**config.mk**
```make
export PLATFORM = sky130hd
export DESIGN_NAME = sisc_fetch
export DESIGN_NICKNAME = d
export VERILOG_FILES = /design/src/rtl/sisc_fetch_pkg.sv /design/src/rtl/sisc_fetch_q.sv /design/src/rtl/sisc_fetch.sv
export SDC_FILE = /design/constraint.sdc
export NUM_CORES = 1
export LEC_CHECK = 0
export BUFFER_PORTS_ARGS = -buffer_cell sky130_fd_sc_hd__buf_2
export CAP_MARGIN = 0
export CORE_AREA = 2 2 164 166
export CTS_CLUSTER_SIZE = 8
export DETAILED_ROUTE_END_ITERATION = 10
export DIE_AREA = 0 0 166 168
export HOLD_SLACK_MARGIN = 0.15
export PLACE_DENSITY_LB_ADDON = 0.2
export SYNTH_ARGS = -nofsm -noshare
export SYNTH_HDL_FRONTEND = slang
export SYNTH_SLANG_ARGS = --single-unit
```
**constraint.sdc**
```tcl
create_clock -name clk -period 4.1 [get_ports clk]
set_clock_uncertainty 0.2 [all_clocks]
set_input_delay 0.82 -clock clk [delete_from_list [all_inputs] [get_ports clk]]
set_output_delay 0.82 -clock clk [all_outputs]
set_load 0.01 [all_outputs]
```
**src/rtl/sisc_fetch_pkg.sv**
```systemverilog
// sisc_fetch_pkg: shared FSM state and queue entry types for the SISC fetch front end
package sisc_fetch_pkg;
    localparam int ADDR_W_DEF = 16;
    localparam int INSTR_W_DEF = 32;
    typedef enum logic [1:0] {IDLE, REQ, WAIT, FLUSH} state_t;
    typedef struct packed {
        logic [INSTR_W_DEF-1:0] instr;
        logic [ADDR_W_DEF-1:0]  pc;
    } entry_t;
endpackage

```
**src/rtl/sisc_fetch_q.sv**
```systemverilog
// sisc_fetch_q: synchronous circular FIFO (power-of-two DEPTH) with clear
//   clk/rst : clock, synchronous active-high reset
//   clear   : drop all entries (wins over push/pop)
//   push/din, pop/dout : write tail / consume head (dout is the head entry)
//   count/full/empty   : occupancy 0..DEPTH
module sisc_fetch_q
    import sisc_fetch_pkg::*;
#(
    parameter int DEPTH = 4,
    parameter int W = 48
) (
    input  logic                     clk,
    input  logic                     rst,
    input  logic                     clear,
    input  logic                     push,
    input  logic                     pop,
    input  logic [W-1:0]             din,
    output logic [W-1:0]             dout,
    output logic [$clog2(DEPTH):0]   count,
    output logic                     full,
    output logic                     empty
);
    localparam int AW = $clog2(DEPTH);
    logic [W-1:0] mem [DEPTH];
    logic [AW-1:0] rd, wr;
    logic do_push, do_pop;
    assign full = count == (AW+1)'(DEPTH);
    assign empty = count == '0;
    assign dout = mem[rd];
    assign do_pop = pop && !empty;
    // a pop frees the slot the same cycle, so push+pop at full is legal
    assign do_push = push && (!full || do_pop);
    always_ff @(posedge clk) begin
        if (rst || clear) begin
            rd <= '0;
            wr <= '0;
            count <= '0;
        end else begin
            if (do_push) wr <= wr + AW'(1);
            if (do_pop) rd <= rd + AW'(1);
            count <= count + (AW+1)'(do_push) - (AW+1)'(do_pop);
        end
    end
    always_ff @(posedge clk)
        if (do_push) mem[wr] <= din;
    always_ff @(posedge clk)
        if (!rst && !clear) assert (!(push && full && !do_pop));
endmodule

```
**src/rtl/sisc_fetch.sv**
```systemverilog
// sisc_fetch: instruction-fetch front end with PC, imem req/gnt/rvalid port and prefetch queue
//   clk/rst                      : clock, synchronous active-high reset
//   imem_req/imem_addr/imem_gnt  : request handshake, one outstanding request max
//   imem_rvalid/imem_rdata       : response word
//   br_taken/br_target           : redirect strobe and target
//   instr_valid/instr/instr_pc/instr_ready : head-of-queue handshake to control
//   halt                         : stop issuing new requests
// Define SISC_FETCH_BR_REL_EN to treat br_target as a signed offset from instr_pc+1.
module sisc_fetch
    import sisc_fetch_pkg::*;
#(
    parameter int ADDR_W = ADDR_W_DEF,
    parameter int INSTR_W = INSTR_W_DEF,
    parameter int DEPTH = 4,
    parameter logic [ADDR_W-1:0] RESET_PC = '0
) (
    input  logic               clk,
    input  logic               rst,
    output logic               imem_req,
    output logic [ADDR_W-1:0]  imem_addr,
    input  logic               imem_gnt,
    input  logic               imem_rvalid,
    input  logic [INSTR_W-1:0] imem_rdata,
    input  logic               br_taken,
    input  logic [ADDR_W-1:0]  br_target,
    output logic               instr_valid,
    output logic [INSTR_W-1:0] instr,
    output logic [ADDR_W-1:0]  instr_pc,
    input  logic               instr_ready,
    input  logic               halt
);
    localparam int CW = $clog2(DEPTH) + 1;
    typedef struct packed {
        logic [INSTR_W-1:0] instr;
        logic [ADDR_W-1:0]  pc;
    } q_entry_t;
    state_t state;
    logic [ADDR_W-1:0] pc, req_pc, target;
    q_entry_t head, din;
    logic [CW-1:0] count;
    logic full, empty, redirect, pop, push, wait_room;
`ifdef SISC_FETCH_BR_REL_EN
    assign redirect = br_taken && instr_valid;
    assign target = instr_pc + ADDR_W'(1) + br_target;
`else
    assign redirect = br_taken;
    assign target = br_target;
`endif
    assign instr_valid = !empty;
    assign instr = head.instr;
    assign instr_pc = head.pc;
    assign imem_req = state == REQ;
    assign imem_addr = pc;
    assign pop = instr_valid && instr_ready;
    assign push = state == WAIT && imem_rvalid && !redirect;
    assign din = {imem_rdata, req_pc};
    // room for another request once this cycle's push/pop settle
    assign wait_room = count - CW'(pop) < CW'(DEPTH - 1);
    sisc_fetch_q #(.DEPTH(DEPTH), .W(INSTR_W + ADDR_W)) u_q (
        .clk(clk),
        .rst(rst),
        .clear(redirect),
        .push(push),
        .pop(pop),
        .din(din),
        .dout(head),
        .count(count),
        .full(full),
        .empty(empty)
    );
    always_ff @(posedge clk) begin
        if (rst) begin
            state <= IDLE;
            pc <= RESET_PC;
            req_pc <= RESET_PC;
        end else if (redirect) begin
            pc <= target;
            // a still-pending response must be swallowed before refetching
            state <= (state == REQ && imem_gnt) || (state inside {WAIT, FLUSH} && !imem_rvalid) ? FLUSH :
                     (state == REQ || !halt) ? REQ : IDLE;
        end else begin
            case (state)
                IDLE:  if (!halt && !full) state <= REQ;
                REQ:   if (imem_gnt) begin
                    state <= WAIT;
                    req_pc <= pc;
                    pc <= pc + ADDR_W'(1);
                end
                WAIT:  if (imem_rvalid) state <= (!halt && wait_room) ? REQ : IDLE;
                FLUSH: if (imem_rvalid) state <= halt ? IDLE : REQ;
                default: state <= IDLE;
            endcase
        end
    end
endmodule
```
==> results of run 1 <==
report_power, final:
part / leakage, nW / switching (mW) / internal (mW)
Combinational: 1.21 / 0.115 / 0.0840
Clock: 0.472 / 0.937 / 1.61
Sequential: 2.09 / 0.0471 / 2.61
placed cells by master, fill, tap and decap left out, types with 3 or more instances in the layout:
cell and n:
mux4_2 48, nand4_1 4, nand2b_1 3, nor4_1 6, buf_4 9, a211oi_1 6
inv_1 13, edfxtp_1 192, clkbuf_1 11, xnor2_1 11, ha_1 9, dfxtp_1 41
nor2_1 25, nand2_1 45, buf_2 120, nand3_1 6, and2_2 4, inv_6 3
a21oi_1 22, or3_1 3, clkbuf_16 35, xor2_1 4
synth_stat cells (2+ instances only):
cell type  count
xor2_1         4
edfxtp_1     192
or3_1          3
nor3_1         2
buf_1          4
nand2_1       45
clkbuf_1      10
nor4_1         6
nand3b_1       2
o211ai_1       2
xnor2_1       11
nand3_1        6
a2111oi_2      2
nand2b_1       3
a21oi_1       22
nor2_1        25
nor3b_1        2
o31a_1         2
and2_1         4
nor3b_2        2
dfxtp_1       43
o21ai_0        2
mux2_2         2
ha_1           9
inv_1         13
buf_2         10
a211oi_1       6
mux4_2        48
nand4_1        4
or4_4          2
metal layers:
layer / up-vias / global-route usage (%) / wire, um
met1: 2453 / 18.2 / 8480
li1: 2272 / - / -
met3: 31 / 3.67 / 1090
met2: 145 / 21.3 / 8520
met4: 0 / 4.05 / 351
met5: - / 0 / 0
final cells by class:
class	instances	area share, %
Clock inverter	4	0.508
Tap cell	341	3.85
Inverter	14	0.474
Timing Repair Buffer	131	6.39
Multi-Input combinational cell	233	20.7
Sequential cell	235	59.8
Clock buffer	46	8.28
kinds of logic (layout without fill, tap and decap cells):
logic type / Yosys count / count (layout) / share of synthesized area [%]
multiplexers: 51 / 51 / 12.3
buffers and inverters: 38 / 195 / 1.71
AO/OA/AOI/OAI: 43 / 43 / 3.34
adder cells (fa/ha/maj): 10 / 10 / 1.46
AND/OR/NAND/NOR: 114 / 114 / 6.67
flip-flops: 235 / 235 / 73.1
XOR/XNOR: 15 / 15 / 1.45
final timing paths:
kind                            from                  endpoint  slack [ns]  cells after the start
min          req_pc[14]$_SDFFE_PP0P_   req_pc[14]$_SDFFE_PP0P_        0.30                      2
min reg2reg  req_pc[14]$_SDFFE_PP0P_   req_pc[14]$_SDFFE_PP0P_        0.30                      2
max reg2reg    state[1]$_SDFFE_PP0P_  u_q.mem[3][34]$_DFFE_PP_        1.31                      4
max                         register                  instr[8]        0.74                      3
worst max-delay path: cells and delay by family (launching register included):
kind                   cells  cell delay, ns
buffers and inverters      2            0.43
DFF                        1            0.90
muxes                      1            0.50
sequential cells by signal, indices dropped and copies added, names as in the netlist, named ones only:
signal,count
u_q.wr,2
req_pc,16
imem_addr,16
u_q.count,3
u_q.rd,2
u_q.mem,192
state,2
stage by stage:
step / hold WS, ns / utilization [%] / power [mW] / instance area (um2)
2_1_floorplan: 0.260 / - / 2.80 / 9070
6_report: 0.295 / 42.1 / 5.40 / 11100
4_1_cts: 0.303 / 42.1 / 5.47 / 11100
5_1_grt: 0.324 / 42.1 / 5.59 / 11100
3_5_place_dp: 0.295 / 38.4 / 2.90 / 10100
3_3_place_gp: 0.285 / 38.4 / 2.89 / 10100
==> run metrics, run 1 <==
final setup fails 0; slowest stage cell, crit path dfxtp_4; Max-slew headroom 38.1%; Top-Level Pins 121; Avg Synthesized Cell Area 17.9 um2; global-route wire length before repair between 20,000 and 30,000 um; area delta synth->final 22.2%; Syn Std Cell Area ~9000 um2; Tot GR Track Use 13.4%; core outline area between 20,000 and 30,000 um2; Root Buffer clkbuf_16; filler instances between 2,000 and 2,500; unrepaired setup endpoints after global routing false; min cycle time layout 3.36 ns; LEAKAGE 3.78 nW; worst slew pin tran slightly above 0.9 ns; die width between 150 and 200 um; # rows 60; multi-input combinational cell area 2290 um2; Worst-Skew Late Latency 0.50 ns; Worst Setup End Kind primary output; main area contributors after synthesis edfxtp_1 (64%), mux4_2 (12%), dfxtp_1 (9.5%); clk buf depth 3; antenna violations before repair 0; period utilization 81.9%; maximum vdd drop 328 uV; Seq/Total Area, Yosys about three quarters; dominant cell type by area after synthesis edfxtp_1; DR vias 4,901; Via density 4.88; Placed Instances roughly 950; final hold vios 0; DRT Pass-1 Iters 4; initial DRC count 337; Syn Inst Count 506; Post-synth ARST share 0%; crit-path cells buf_4, mux4_2, buf_2; vias in the first global route 5,228; max-cap violations 0; Final Non-Filler Cells between 1,000 and 1,500; Worst EP arrival about 2.3 ns; DR DRC count 0; GR Overflow Total 0; cts repair resizes 0; Primary FF master, synth edfxtp_1; WL/cell around 18 um; setup ws final 0.743 ns; setup TNS 0 ns; largest net degree at the start of global routing 43; outcome complete, no violations; fin. max-slew vios 0; chip height roughly 170 um; HPWL Detailed roughly 12,000 um; CP startpoint kind register; RD Place Congestion 0.740; Max Freq 298 MHz; PortBufs 120; #FFs+latches synth 235; Post-synth EDFFs 192; ANT nets after route 0; total wire length about 18,000 um; max incr delay on CP 0.90 ns; Starting Density 34.4%; required time worst endpoint 3.08 ns; clk slew on worst S/H paths 0.05 ns; # diodes 0; share of the synthesized area in the top cell type 63.6%; Die Footprint 27,900 um2; Pwr per Cell Area 487 nW/um2; Synthesized Nets 571; Ys Warns 0; H-tree depth reported by CTS 2; TritonCTS Sinks 235; buffer count from post-CTS setup fixing 0; crit path kind register to primary output; ratio of cells with drive above 1 in the final layout 35.9%; storage element area ~6600 um2; total CTS buffers 35; Post-CTS Hold Buffers 0; Final nets between 700 and 800; Hold Path Class register to register; dpl ws 0.885 ns; Crit Path Max Fanout 42; CTS tree yes; post-synthesis cell type count 48
No activity file was read; power rests on OpenSTA's default activity.
==> run 2, diff against run 1 <==
clock period = 2.7 ns   (was 4.1 ns; I/O delays follow)
==> run 2 against run 1 <==
Against the previous run:
- cell area is 4.9% higher
- combinational power is 84% higher
- power is 52% higher
- routed wire length is 0.70% lower
- critical path depth stayed put
- die area stayed put
- first-iteration DRC count is 8.3% lower
- non-clock buffer count is 49 higher
- hold slack worse by 0.11 ns
- register-to-register slack worse by 0.91 ns
- sequential power is 52% higher
- critical path type unchanged
- largest power group unchanged
==> run metrics, run 2 (synthesis results as in run 1) <==
hold slack between 0.15 and 0.2 ns; setup ws final roughly 0.094 ns; worst slew pin tran 0.697 ns; initial DRC count 309; chip height roughly 170 um; Top reg by flops u_q.mem; WL/cell ~17 um; H-tree depth reported by CTS 2; final hold vios 0; vias in the first global route 5,348; TritonCTS Sinks ~240; setup TNS 0 ns; max-cap violations 0; commonest non-fill, non-tap cell in the layout edfxtp_1; Worst EP arrival between 1.5 and 2 ns; outcome complete, no violations; clk slew on worst S/H paths ~0.050 ns; final core occ ~44%; Via density approximately 5; DRT Pass-1 Iters 4; core outline area roughly 26,000 um2; ratio of cells with drive above 1 in the final layout 34.1%; Pwr per Cell Area 704 nW/um2; worst reg2reg endpoint u_q.count[2]$_SDFF_PP0_; total CTS buffers 35; Worst Setup End Kind primary output; total power 8.19 mW; # diodes 0; Root Buffer clkbuf_16; Hold Crit Endpoint imem_addr[10]$_SDFFE_PP0P_; Top-Level Pins ~120; Hold Path Class input pin to register; Worst-Skew Late Latency roughly 0.5 ns; reg2reg path depth 8; Die Footprint 27,900 um2; Reg2Reg Setup Slack 0.40 ns; largest net degree at the start of global routing 49; Tot GR Track Use about an eighth; DR vias 5,120; period utilization ~97%; Max Freq between 300 and 400 MHz; DR DRC count 0; commonest cells after routing, fill and taps aside edfxtp_1 (192), buf_2 (120), mux4_2 (48); Final nets 764; CTS tree yes; Largest register FFs 192; final setup fails 0; required time worst endpoint 1.96 ns; global-route wire length before repair 28,900 um; maximum vdd drop 389 uV; Crit Path Max Fanout 26; Starting Density 34.4%; GR Overflow Total 0; HP Start br_target[10]; Max-slew headroom 53.5%; fin. max-slew vios 0; min cycle time layout 2.61 ns; PortBufs 120; dpl ws 0.300 ns; # rows 60; Critical R2R Launch state[1]$_SDFFE_PP0P_; CP startpoint kind register; unrepaired setup endpoints after global routing false; clk buf depth 3; ANT nets after route 0; RD Place Congestion 0.815; die width 166 um; HPWL Detailed roughly 11,000 um; antenna violations before repair 0; total wire length 18,300 um; hold path depth 3; area delta synth->final 28.2%; crit path kind register to primary output; LEAKAGE 4.00 nW
-- run 2: cell types whose count changed in the layout (fill, tap and decap cells not counted), sizes merged --
| cell | before | now |
|---|---|---|
| buf | 131 | 135 |
| bufinv | 1 | 0 |
| clkinvlp | 0 | 1 |
| clkinv | 1 | 2 |
| clkbuf | 46 | 45 |
| dlygate4sd3 | 0 | 45 |
| inv | 16 | 14 |
-- run 2: per-stage QoR --
step                std cells  instance area (um2)
floorplan                 506                 9070
global placement          956                10200
detailed placement        956                10200
CTS                      1051                11600
global route             1051                11600
finish                   1051                11600
-- run 2: worst max-delay path, cell delays in order, from the launching register on --
cell and delay [ns]:
dfxtp_4 0.40, buf_16 0.24, mux4_2 0.55, buf_2 0.17
-- run 2: routing by layer --
metal / vias up / part of all wire, % / GRT usage (%)
li1: 2370 / - / -
met3: 29 / 5.9 / 3.48
met4: 0 / 1.7 / 4.27
met1: 2577 / 45 / 17.5
met2: 144 / 47 / 21.2
met5: - / 0 / 0
-- run 2: worst max path at each step --
stage                 from  cells after the start                 endpoint
6_report          register                      3                instr[20]
2_1_floorplan  imem_rvalid                      3  u_q.mem[0][0]$_DFFE_PP_
4_1_cts           register                      3             instr_pc[12]
3_5_place_dp   imem_rvalid                      9  u_q.count[2]$_SDFF_PP0_
3_3_place_gp   imem_rvalid                      9  u_q.count[2]$_SDFF_PP0_
5_1_grt           register                      3                instr[25]
-- run 2: area by class of cell --
cell class / count / area [um2]
Clock buffer: 45 / 935
Clock inverter: 3 / 32.5
Fill cell: 2347 / 14700
Inverter: 14 / 52.6
Multi-Input combinational cell: 233 / 2290
Sequential cell: 235 / 6630
Tap cell: 341 / 427
Timing Repair Buffer: 180 / 1260
-- run 2: power breakdown --
part | internal, mW | leakage, nW | switching [mW] | total [mW]
combinational | 0.177 | 1.44 | 0.189 | 0.366
clock | 2.39 | 0.466 | 1.40 | 3.79
sequential | 3.96 | 2.09 | 0.0646 | 4.03
total | 6.53 | 4.00 | 1.65 | 8.19
-- run 2: timing repair --
item                       in CTS  in global routing
hold buffers                   45                  0
hold endpoints to repair      141                  0
gates resized for setup         1                  0
setup endpoints to repair      32                  0
setup buffers                   2                  0
